File: src/rtl/stopwatch_counter.sv
// BCD MM:SS stopwatch core. Outputs are registered one clk after the causing input; there is no backpressure.
// Optional `STOPWATCH_SATURATE_EN: at the ceiling, hold the time and pause instead of rolling over to 00:00.
module stopwatch_counter #(
  parameter int unsigned TICK_DIV     = 1,
  parameter int unsigned MIN_TENS_MAX = 5
) (
  input  logic       clk,
  input  logic       rst,
  input  logic       tick_1hz,
  input  logic       clr,
  input  logic       pause_tgl,
  input  logic       adj,
  input  logic [1:0] adj_sel,
  input  logic [3:0] adj_num,
  output logic [3:0] min_l,
  output logic [3:0] min_r,
  output logic [3:0] sec_l,
  output logic [3:0] sec_r,
  output logic       running,
  output logic       wrap
);

  typedef enum logic [1:0] {ST_PAUSED, ST_RUN, ST_ADJUST} state_t;

  localparam logic [7:0] PRE_LAST  = 8'(TICK_DIV - 1);
  localparam logic [3:0] MIN_L_MAX = 4'(MIN_TENS_MAX);

  state_t     state_q, state_d;
  logic [7:0] pre_q, pre_d;
  logic [3:0] min_l_q, min_l_d, min_r_q, min_r_d;
  logic [3:0] sec_l_q, sec_l_d, sec_r_q, sec_r_d;
  logic       running_q, running_d;
  logic       wrap_q, wrap_d;
  logic       inc, at_max, sat_stop;

  function automatic logic [3:0] clamp(input logic [3:0] v, input logic [3:0] mx);
    return (v > mx) ? mx : v;
  endfunction

  assign at_max = (min_l_q == MIN_L_MAX) && (min_r_q == 4'd9) &&
                  (sec_l_q == 4'd5) && (sec_r_q == 4'd9);

  always_comb begin
    state_d  = state_q;
    pre_d    = pre_q;
    min_l_d  = min_l_q;
    min_r_d  = min_r_q;
    sec_l_d  = sec_l_q;
    sec_r_d  = sec_r_q;
    wrap_d   = 1'b0;
    inc      = 1'b0;
    sat_stop = 1'b0;

    // Prescaler only advances while running; pausing preserves a partial count.
    if (state_q == ST_RUN && tick_1hz) begin
      if (pre_q == PRE_LAST) begin
        pre_d = '0;
        inc   = 1'b1;
      end else begin
        pre_d = pre_q + 8'd1;
      end
    end

    if (inc) begin
      if (at_max) begin
        wrap_d = 1'b1;
`ifdef STOPWATCH_SATURATE_EN
        sat_stop = 1'b1;
`else
        min_l_d = '0;
        min_r_d = '0;
        sec_l_d = '0;
        sec_r_d = '0;
`endif
      end else if (sec_r_q != 4'd9) begin
        sec_r_d = sec_r_q + 4'd1;
      end else begin
        sec_r_d = '0;
        if (sec_l_q != 4'd5) begin
          sec_l_d = sec_l_q + 4'd1;
        end else begin
          sec_l_d = '0;
          if (min_r_q != 4'd9) begin
            min_r_d = min_r_q + 4'd1;
          end else begin
            min_r_d = '0;
            min_l_d = min_l_q + 4'd1;
          end
        end
      end
    end

    if (state_q == ST_ADJUST) begin
      case (adj_sel)
        2'd0:    sec_r_d = clamp(adj_num, 4'd9);
        2'd1:    sec_l_d = clamp(adj_num, 4'd5);
        2'd2:    min_r_d = clamp(adj_num, 4'd9);
        default: min_l_d = clamp(adj_num, MIN_L_MAX);
      endcase
    end

    // clr beats both a same-cycle increment and an adjust load.
    if (clr) begin
      pre_d    = '0;
      min_l_d  = '0;
      min_r_d  = '0;
      sec_l_d  = '0;
      sec_r_d  = '0;
      wrap_d   = 1'b0;
      sat_stop = 1'b0;
    end

    if (adj) begin
      state_d = ST_ADJUST;
    end else if (state_q == ST_ADJUST) begin
      state_d = ST_PAUSED;
    end else if (sat_stop) begin
      state_d = ST_PAUSED;
    end else if (pause_tgl) begin
      state_d = (state_q == ST_RUN) ? ST_PAUSED : ST_RUN;
    end

    running_d = (state_d == ST_RUN);
  end

  always_ff @(posedge clk or posedge rst) begin
    if (rst) begin
      state_q   <= ST_PAUSED;
      pre_q     <= '0;
      min_l_q   <= '0;
      min_r_q   <= '0;
      sec_l_q   <= '0;
      sec_r_q   <= '0;
      running_q <= 1'b0;
      wrap_q    <= 1'b0;
    end else begin
      state_q   <= state_d;
      pre_q     <= pre_d;
      min_l_q   <= min_l_d;
      min_r_q   <= min_r_d;
      sec_l_q   <= sec_l_d;
      sec_r_q   <= sec_r_d;
      running_q <= running_d;
      wrap_q    <= wrap_d;
    end
  end

  assign min_l   = min_l_q;
  assign min_r   = min_r_q;
  assign sec_l   = sec_l_q;
  assign sec_r   = sec_r_q;
  assign running = running_q;
  assign wrap    = wrap_q;

endmodule
File: config.mk
export PLATFORM = sky130hd
export DESIGN_NAME = stopwatch_counter
export DESIGN_NICKNAME = d
export VERILOG_FILES = /design/src/rtl/stopwatch_counter.sv
export SDC_FILE = /design/constraint.sdc
export NUM_CORES = 1
export LEC_CHECK = 0
export CORE_MARGIN = 3
export CORE_UTILIZATION = 50
export CTS_CLUSTER_SIZE = 20
export DETAILED_ROUTE_END_ITERATION = 10
export HOLD_SLACK_MARGIN = 0.06
export PLACE_DENSITY = 0.75
export SLEW_MARGIN = 0
export SYNTH_ARGS = -nofsm -noshare
export SYNTH_HDL_FRONTEND = slang
export SYNTH_SLANG_ARGS = --single-unit
File: constraint.sdc
create_clock -name clk -period 4.7 [get_ports clk]
set_clock_uncertainty 0.15 [all_clocks]
set_input_delay 0.94 -clock clk [delete_from_list [all_inputs] [get_ports clk]]
set_output_delay 0.94 -clock clk [all_outputs]
set_load 0.01 [all_outputs]
* After elaboration in Yosys (flattened, before gate mapping) *
Index checks and enable logic that the tools add are counted.

word-level totals
  bits in registers = 28
  input port bits = 12
  output and inout bits = 18
  logic and storage cells = 78

cells by class
  add/sub/neg operators = 5
  magnitude comparators = 2
  equal/unequal tests = 12
  mux-type cells = 43
  reduce and logical (&&, ||, !) cells = 8

operators with widths
  operator             count
  $mux 4               31
  $mux 8               3
  $add 4x1->4 const B  4
  $add 8x1->8 const B  1
  $eq 4x3->1 const B   2
  $eq 4x4->1 const B   2
  $logic_not 8->1      1
  $ne 4x4->1 const B   2
  $eq 2x1->1 const B   3
  $mux 1               6
  $mux 2               3
  $eq 2x2->1 const B   2
  $gt 4x3->1 const B   1
  $gt 4x4->1 const B   1
  $logic_and 1x1->1    4
  $ne 4x3->1 const B   1
  $reduce_or 3->1      1
  $logic_not 2->1      1
  $reduce_bool 2->1    1

* Depth between registers and ports, before layout *
Gate-level depths: netlist of run 1.

  word-level depth = 9
  mapped depth = 7

* Worst setup path after synthesis of run 1 *
Ideal clock, no wire load.

  kind = in2reg
  start = in tick_1hz
  end = reg min_l_q[0], in the netlist min_l[0]
  arrival = 2124 ps
  path slack = 2327 ps
  stages on the path = 5
  buffers on the path = 1
  cells stage by stage = and3b_1 -> buf_2 -> nand4_1 -> or4_1 -> a311oi_1

between the ends
  cells in the longest elaborated chain, start to end = 6

ends and longest elaborated chain
  item                  line  text
  start, declared       9     input logic tick_1hz,
  $logic_and 1x1->1 *   55    if (state_q == ST_RUN && tick_1hz) begin
  $mux 1 *              55
  $mux 4 *              64    if (inc) begin
  $mux 4                94    case (adj_sel)
  $mux 4 *              93    if (state_q == ST_ADJUST) begin
  $mux 4 *              103   if (clr) begin
  net min_l_d[0]        30    logic [3:0] min_l_q, min_l_d, min_r_q, min_r_d;
  end signal, assigned  139   min_l_q <= min_l_d;
  end, declared         30

Mark *: on every way through the listed nets, which the timed path passes. The rest lies on a longest branch.
A chain may end at the register's enable or synchronous reset.

* Final worst setup path of run 1 *
  start = in tick_1hz
  end = reg min_l_q[1], in the netlist min_l[1]

The elaborated chain is that of the path after synthesis.

==> flow_metrics.tcl, run 1 <==
set metrics [dict create \
    muxShareOfSynthArea 0.0167 \
    htree_levels 1 \
    root_buffer "clkbuf_8" \
    grt_overflow 0 \
    rsz0062_at_grt "no" \
    synth.distinct_cells 51 \
    start_util 0.541 \
    diodes 0 \
    gp_congestion 0.889 \
    final_nets 251 \
    path_class "input pin to flip-flop" \
    worst_pin_slew_ns 1.08 \
    netlist_top_cells_count "28 x dfrtp_1, 16 x nor2_1, 15 x nand2_1" \
    powerDensity_mw_per_mm2 206 \
    syn_area_per_cell_um2 9.25 \
    synth_edf_count 0 \
    core-area_mm2 0.00347 \
    vias 1680 \
    drt_iter0_drc 221 \
    synthXorXnorAreaFrac 0.0373 \
    fp.dieArea_mm2 0.00452 \
    die_y_um 67.3 \
    reg2regPathDepth 6 \
    cts_made_buffers 3 \
    start_kind "input pin" \
    holdBufCountCts 0 \
    grt_pass1_wl_um 7250 \
    post_cts.repair.setup_buffers 0 \
    startpoint "tick_1hz" \
    holdCritStartpoint "min_l[3]" \
    fin_cells 273 \
    clk_pin_slew_ns 0.09 \
    arrival_ns 3.01 \
    synth_top_area_share 0.373 \
    tns_ns 0 \
    r2r-end "min_l[1]" \
    antenna_left 0 \
    yosysSeqAreaShare 0.373 \
    fin_crit_ns 3.00 \
    drc_errors 0 \
    synthArstFlopShare 1.00 \
    dp_hpwl_um 3250 \
    wl_per_cell_um 15.9 \
    die_x_um 67.3 \
    vdd.ir_drop.worst_v 0.000186 \
    yosysTopAreaCell "dfrtp_1" \
    grt_pass1_vias 1577 \
    io_pins 30 \
    num-fill-cells 307 \
    synth_nets 225 \
    dr.pass1.iters 4 \
    required_ns 4.70 \
    post-route-util 0.644 \
    cts_sinks 28 \
    fmax_mhz 333 \
    fin_crit_sh 0.639 \
    hold_viol 0 \
    cap_violations 0 \
    antenna_found_initial 0 \
    wl_um 4350 \
    io_buffers 29 \
    viasPerCell 6.15 \
    path_max_fanout 18 \
    layout-drive-gt1-share 0.0396 \
    grt_usage 0.211 \
    setup_viol 0 \
    yosysMostFrequentCell "dfrtp_1" \
    yosys-top-cells-area "dfrtp_1 37%, ha_1 6.7%, a311oi_1 3.3%" \
    finalPower_w 0.000460 \
    place_inst 270 \
    netlist_instances 203 \
    grt_max_degree 31 \
    synth_seq_cells 28 \
    rrSetupSlack_ns 2.17 \
    status "completed" \
    reg2reg_from "pre_q[0]" \
    slew_headroom 0.276 \
    synth_top_family_by_area "simple AND/OR/NAND/NOR gates" \
    syn_to_final_growth_pct 19.0 \
    worstSkewPairLatency_ns 0.27 \
    ys_warn_count 0 \
    critPathCaptureType "flip-flop" \
    final-max-slew-violation-count 0 \
    p_leak_nw 0.891 \
    cts_tree "built" \
    hold_class "flip-flop to flip-flop" \
    synth_fa_ha_area_frac 0.0667 \
    synthSimpleGateAreaFrac 0.312 \
    cts_buffer_depth 2 \
    synthFlopType "dfrtp_1" \
    ctsResizeCount 0 \
    synth_area_mm2 0.00188 \
    crit_end "min_l[1]" \
    rows 21 \
    synth-compound-area-share 0.159 \
]
==> sequential cells by signal (all words and copies together) (netlist names) <==
register,cells
min_l,4
sec_r,4
state_q,2
min_r,4
pre_q,8
running,1
wrap,1
sec_l,4
==> worst min-delay path by stage <==
stage | slack, ns | end | depth (start not counted)
2_1_floorplan | 0.39 | pre_q[7] | 2
5_1_grt | 0.48 | min_l[3] | 2
4_1_cts | 0.43 | min_l[3] | 2
3_3_place_gp | 0.39 | min_l[3] | 2
3_5_place_dp | 0.41 | min_l[3] | 2
6_report | 0.41 | min_l[3] | 2
==> where the power goes <==
group	internal [W]	total [W]	leakage (nW)	switching, W
clock network	0.0000576	0.000129	0.0216	0.0000718
logic	0.0000346	0.0000712	0.487	0.0000366
registers	0.000248	0.000259	0.383	0.0000113
total	0.000340	0.000460	0.891	0.000120
==> cell families after synthesis <==
| kind of cell | count (synthesis) |
|---|---|
| xor+xnor | 8 |
| fa+ha+maj | 10 |
| simple gates | 94 |
| mux | 3 |
| buf+inv | 17 |
| flops | 28 |
| compound gates | 43 |
==> cell usage in the layout, fill, tap and decap left out, types with 4 or more instances in the layout <==
| cell | n |
|---|---|
| a311oi_1 | 7 |
| nand3_1 | 8 |
| o211ai_1 | 4 |
| nor2_1 | 16 |
| nand2_1 | 15 |
| ha_1 | 10 |
| and3b_1 | 5 |
| clkdlybuf4s50_1 | 29 |
| o21ai_0 | 11 |
| or3_1 | 8 |
| nor3_1 | 6 |
| xor2_1 | 6 |
| dfrtp_1 | 28 |
| nand2b_1 | 4 |
| nand3b_1 | 7 |
| a21oi_1 | 5 |
| inv_1 | 9 |
==> per-stage QoR <==
stage / worst slack [ns] / hold slack (ns) / cell area [um2]
floorplan: 2.33 / 0.387 / 1880
global placement: 1.57 / 0.395 / 2190
detailed placement: 1.42 / 0.415 / 2190
CTS: 1.72 / 0.427 / 2230
global route: 1.56 / 0.485 / 2230
finish: 1.70 / 0.413 / 2230
==> worst max-delay path, stage by stage <==
cell,delay [ns]
clkdlybuf4s50_1,0.47
and3b_1,0.47
nand4_4,0.33
or4_1,0.49
a311oi_1,0.30
==> routing by layer <==
| layer | vias up | share of wire | GRT usage |
|---|---|---|---|
| li1 | 816 | - | - |
| met1 | 803 | 0.47 | 0.293 |
| met3 | 2 | 0.068 | 0.0549 |
| met4 | 0 | 0.0032 | 0.0532 |
| met5 | - | 0 | 0 |
| met2 | 59 | 0.46 | 0.325 |
==> area by class of cell <==
type                            instances  area [um2]  share of cell area
Clock buffer                            3        41.3              0.0185
Tap cell                               46        57.6              0.0258
Inverter                                9        33.8              0.0151
Multi-Input combinational cell        158        1110               0.497
Sequential cell                        28         701               0.314
Timing Repair Buffer                   29         290               0.130
Power figures use the tool's default switching activity.
==> run 2, diff against run 1 <==
==> constraint.sdc (replaced) <==
create_clock -name clk -period 2.92 [get_ports clk]
set_clock_uncertainty 0.15 [all_clocks]
set_input_delay 0.584 -clock clk [delete_from_list [all_inputs] [get_ports clk]]
set_output_delay 0.584 -clock clk [all_outputs]
set_load 0.01 [all_outputs]
==> run 2 against run 1 <==
  * Via count shrank 0.95%
  * Setup slack lost 1.2 ns
  * Critical path depth grew 1
  * Die area is the same
  * Final area grew 2.6%
  * Clock-buffer cell count grew 1
  * Hold slack gained 0.022 ns
  * Non-clock buffer count grew 6
  * Global-route usage grew 1.1 points
==> flow_metrics.tcl, run 2 (synthesized netlist as in run 1, its figures left out) <==
set metrics [dict create \
    status "completed" \
    multi_input_area_mm2 0.00111 \
    viasPerCell 5.94 \
    drc_errors 0 \
    power.switching_w 0.000204 \
    tns_ns 0 \
    final_nets 257 \
    grt_overflow 0 \
    antenna_found_initial 0 \
    fp.dieArea_mm2 0.00452 \
    io_buffers 29 \
    final-max-slew-violation-count 0 \
    setup_viol 0 \
    finalPower_w 0.000784 \
    switching_share 0.260 \
    final_common_cell "clkdlybuf4s50_1" \
    pwr-share-seq 0.533 \
    htree_levels 1 \
    rows 21 \
    grt_usage 0.221 \
    gp_congestion 0.843 \
    cts_made_buffers 3 \
    final_area_mm2 0.00229 \
    wl_um 4450 \
    arrival_ns 2.48 \
    path_class "flip-flop to flip-flop" \
    io_pins 30 \
    critPathCaptureType "flip-flop" \
    holdBufCountCts 0 \
    grt_pass1_wl_um 7540 \
    die_y_um 67.3 \
    start_util 0.541 \
    vdd.ir_drop.worst_v 0.000187 \
    worst_pin_slew_ns 0.717 \
    antenna_left 0 \
    syn_to_final_growth_pct 22.1 \
    registers.top_by_ff_count "pre_q" \
    fin_crit_sh 0.839 \
    powerDensity_mw_per_mm2 342 \
    mostFrequentLayoutCells "29 x clkdlybuf4s50_1, 28 x dfrtp_1, 16 x nor2_1, 15 x nand2_1, 11 x o21ai_0" \
    slew_headroom 0.520 \
    cts_tree "built" \
    fin_crit_ns 2.45 \
    clk_pin_slew_ns 0.09 \
    drt_iter0_drc 95 \
    post_cts.repair.setup_buffers 0 \
    cts_sinks 28 \
    wl_per_cell_um 15.9 \
    worstSkewPairLatency_ns 0.28 \
    required_ns 2.95 \
    vias 1664 \
    hold_viol 0 \
    largest_reg_flops 8 \
    p_int_w 0.000580 \
    ctsResizeCount 0 \
    dr.pass1.iters 4 \
    path_max_fanout 18 \
    root_buffer "clkbuf_8" \
    regArea_um2 701 \
    hold_slack_ns 0.435 \
    combinationalPowerShare 0.154 \
    layout-drive-gt1-share 0.0684 \
    cts_buffer_depth 2 \
    clock_power_share 0.313 \
    rsz0062_at_grt "no" \
    grt_pass1_vias 1556 \
    diodes 0 \
    num-fill-cells 307 \
    start_kind "flip-flop" \
    die_x_um 67.3 \
    core-area_mm2 0.00347 \
    dp_hpwl_um 3360 \
    grt_max_degree 29 \
    hold_class "flip-flop to flip-flop" \
    cap_violations 0 \
    p_leak_nw 0.929 \
    fmax_mhz 408 \
    postPlaceCellArea_mm2 0.00224 \
]
[run 2: cell count changes in the layout (fill, tap and decap cells not counted), sizes merged]
| cell | delta |
|---|---|
| buf | +6 |
| clkbuf | +1 |
[run 2: per-layer routing]
layer | vias to the layer above | wire length, um | part of all wire | GRT usage
met3 | 5 | 280 | 0.063 | 0.0449
li1 | 828 | - | - | -
met5 | - | 0 | 0 | 0
met4 | 0 | 54 | 0.012 | 0.0734
met1 | 781 | 2080 | 0.47 | 0.311
met2 | 50 | 2030 | 0.46 | 0.340
[run 2: power by group through the flow]
stage	Clock, W	Sequential [W]	Combinational, W
3_3_place_gp	0	0.000424	0.000118
2_1_floorplan	0	0.000423	0.0000607
6_report	0.000246	0.000418	0.000121
5_1_grt	0.000270	0.000420	0.000135
3_5_place_dp	0	0.000425	0.000121
4_1_cts	0.000251	0.000417	0.000121
[run 2: through the flow]
step / cells / setup slack (ns) / utilization
finish: 280 / 0.471 / 0.661
detailed placement: 276 / 0.268 / 0.645
floorplan: 203 / 0.859 / -
CTS: 280 / 0.487 / 0.661
global placement: 276 / 0.355 / 0.645
global route: 280 / 0.289 / 0.661
[run 2: final cells by class]
| class | count | area share |
|---|---|---|
| tap | 46 | 0.0251 |
| clock buffer | 4 | 0.0240 |
| multi-input combinational | 158 | 0.484 |
| timing repair buffer | 35 | 0.146 |
| sequential | 28 | 0.306 |
| inverter | 9 | 0.0147 |
[run 2: worst max-delay path, cell delays in order, from the launching register on]
cell,delay [ns]
dfrtp_1,0.46
inv_1,0.09
ha_1,0.17
nor4b_4,0.40
nand4_4,0.31
or4_1,0.47
a311oi_1,0.30
[run 2: worst paths after layout]
path / from / to / slack (ns) / cells past startpoint
min reg2reg: min_l[3] / min_l[3] / 0.44 / 2
min in group asynchronous: rst / min_r[2] / 0.51 / 3
max reg2reg: pre_q[0] / min_l[1] / 0.47 / 6
min: min_l[3] / min_l[3] / 0.44 / 2
max in group asynchronous: rst / pre_q[2] / 1.83 / 3
max: pre_q[0] / min_l[1] / 0.47 / 6
==> run 3, diff against run 2 <==
==> constraint.sdc (replaced) <==
create_clock -name clk -period 2.5 [get_ports clk]
set_clock_uncertainty 0.15 [all_clocks]
set_input_delay 0.5 -clock clk [delete_from_list [all_inputs] [get_ports clk]]
set_output_delay 0.5 -clock clk [all_outputs]
set_load 0.01 [all_outputs]
==> run 3 against run 2 <==
  * Die area stayed put
  * Hold slack better by 0.0010 ns
  * Register-to-register slack got worse by 0.26 ns
  * Sequential power rose by 17%
  * Combinational power is 20% higher
  * Utilization grew 0.65 points
  * First-iteration DRC count increased by 29%
  * Clock power rose by 17%
  * Cell count grew 1.1%
==> flow_metrics.tcl, run 3 (synthesized netlist as in run 1, its figures left out) <==
set metrics [dict create \
    status "completed" \
    vdd.ir_drop.worst_v 0.000207 \
    cts_made_buffers 3 \
    registers.top_by_ff_count "pre_q" \
    rows 21 \
    holdBufCountCts 0 \
    powerDensity_mw_per_mm2 398 \
    die_y_um 67.3 \
    grt_pass1_wl_um 7780 \
    root_buffer "clkbuf_8" \
    place_inst 279 \
    fin_cells 283 \
    clk_pin_slew_ns 0.10 \
    hold_viol 0 \
    cap_violations 0 \
    cts_sinks 28 \
    post-place-ws_ns -0.0197 \
    viasPerCell 6.05 \
    path_cells "inv_1 -> ha_1 -> and3b_1 -> nand4_4 -> or4_1 -> a311oi_1" \
    htree_levels 1 \
    grt_overflow 0 \
    mostFrequentLayoutCells "29 x clkdlybuf4s50_1, 28 x dfrtp_1, 16 x nor2_1, 15 x nand2_1, 11 x o21ai_0" \
    diodes 0 \
    grt_max_degree 29 \
    core-area_mm2 0.00347 \
    required_ns 2.52 \
    worstSkewPairLatency_ns 0.28 \
    cts_buffer_depth 2 \
    final_common_cell "clkdlybuf4s50_1" \
    final_nets 260 \
    rsz0062_at_grt "no" \
    cts_tree "built" \
    final-max-slew-violation-count 0 \
    largest_reg_flops 8 \
    dp_hpwl_um 3470 \
    gp_congestion 0.853 \
    io_pins 30 \
    syn_to_final_growth_pct 23.3 \
    post-route-util 0.667 \
    final_area_mm2 0.00231 \
    fin_crit_ns 2.29 \
    die_x_um 67.3 \
    worst_pin_slew_ns 0.645 \
    dr.pass1.iters 4 \
    multi_input_area_mm2 0.00111 \
    regArea_um2 701 \
    io_buffers 29 \
    wl_per_cell_um 16.7 \
    setup_ws_ns 0.208 \
    setup_viol 0 \
    p_leak_nw 0.942 \
    wl_um 4720 \
    layout-drive-gt1-share 0.0802 \
    fp.dieArea_mm2 0.00452 \
    grt_pass1_vias 1653 \
    arrival_ns 2.32 \
    tns_ns 0 \
    critPathCaptureType "flip-flop" \
    cpMaxStageDelayCell "or4_1" \
    postPlaceCellArea_mm2 0.00226 \
    num-fill-cells 306 \
    slew_headroom 0.569 \
    antenna_found_initial 0 \
    start_kind "flip-flop" \
    antenna_left 0 \
    fmax_mhz 436 \
    path_max_fanout 18 \
    ctsResizeCount 0 \
    drc_errors 0 \
    critPathMaxStageDelay_ns 0.48 \
    start_util 0.541 \
    vias 1711 \
    drt_iter0_drc 123 \
    post_cts.repair.setup_buffers 0 \
    hold_class "input pin to asynchronous set/reset pin" \
    fin_crit_sh 0.917 \
    path_class "flip-flop to flip-flop" \
    grt_usage 0.227 \
]
[run 3: cell types whose count changed in the layout (fill, tap and decap cells not counted), sizes merged]
cell | previous run | this run
buf | 6 | 9
[run 3: through the flow]
stage	hold WS [ns]	total power (W)
after CTS	0.451	0.000922
after global placement	0.404	0.000633
after floorplan	0.387	0.000565
after global routing	0.482	0.000958
after detailed placement	0.429	0.000639
final	0.436	0.000922
[run 3: final cells by class]
class                           count  area share
Multi-Input combinational cell    158       0.479
Clock buffer                        4      0.0238
Timing Repair Buffer               38       0.155
Tap cell                           46      0.0249
Sequential cell                    28       0.303
Inverter                            9      0.0146
[run 3: final timing paths]
check | depth (start not counted) | slack (ns) | startpoint | to
setup / recovery | 6 | 0.21 | sec_r[1] | min_l[1]
hold / removal | 3 | 0.44 | rst | sec_l[2]
setup reg to reg | 6 | 0.21 | sec_r[1] | min_l[1]
hold reg to reg | 2 | 0.45 | min_l[3] | min_l[3]
max in group asynchronous | 3 | 1.49 | rst | pre_q[7]
min in group clk | 2 | 0.45 | min_l[3] | min_l[3]
[run 3: where the power goes]
group / internal (W) / leakage, nW / switching (W) / total, W
sequential: 0.000466 / 0.383 / 0.0000215 / 0.000488
clock: 0.000141 / 0.0288 / 0.000148 / 0.000289
combinational: 0.0000715 / 0.530 / 0.0000732 / 0.000145
total: 0.000679 / 0.942 / 0.000243 / 0.000922
[run 3: per-layer routing]
layer	vias to the layer above	part of all wire	global-route usage
li1	829	-	-
met1	815	0.46	0.320
met2	62	0.46	0.362
met3	5	0.068	0.0300
met4	0	0.0093	0.0684
met5	-	0	0
[run 3: worst max-delay path, delay by kind of cell (launching register included)]
kind	cells	cell delay, ns
fa+ha+maj	1	0.19
buf+inv	1	0.11
compound gates	1	0.28
flops	1	0.44
simple gates	3	1.01
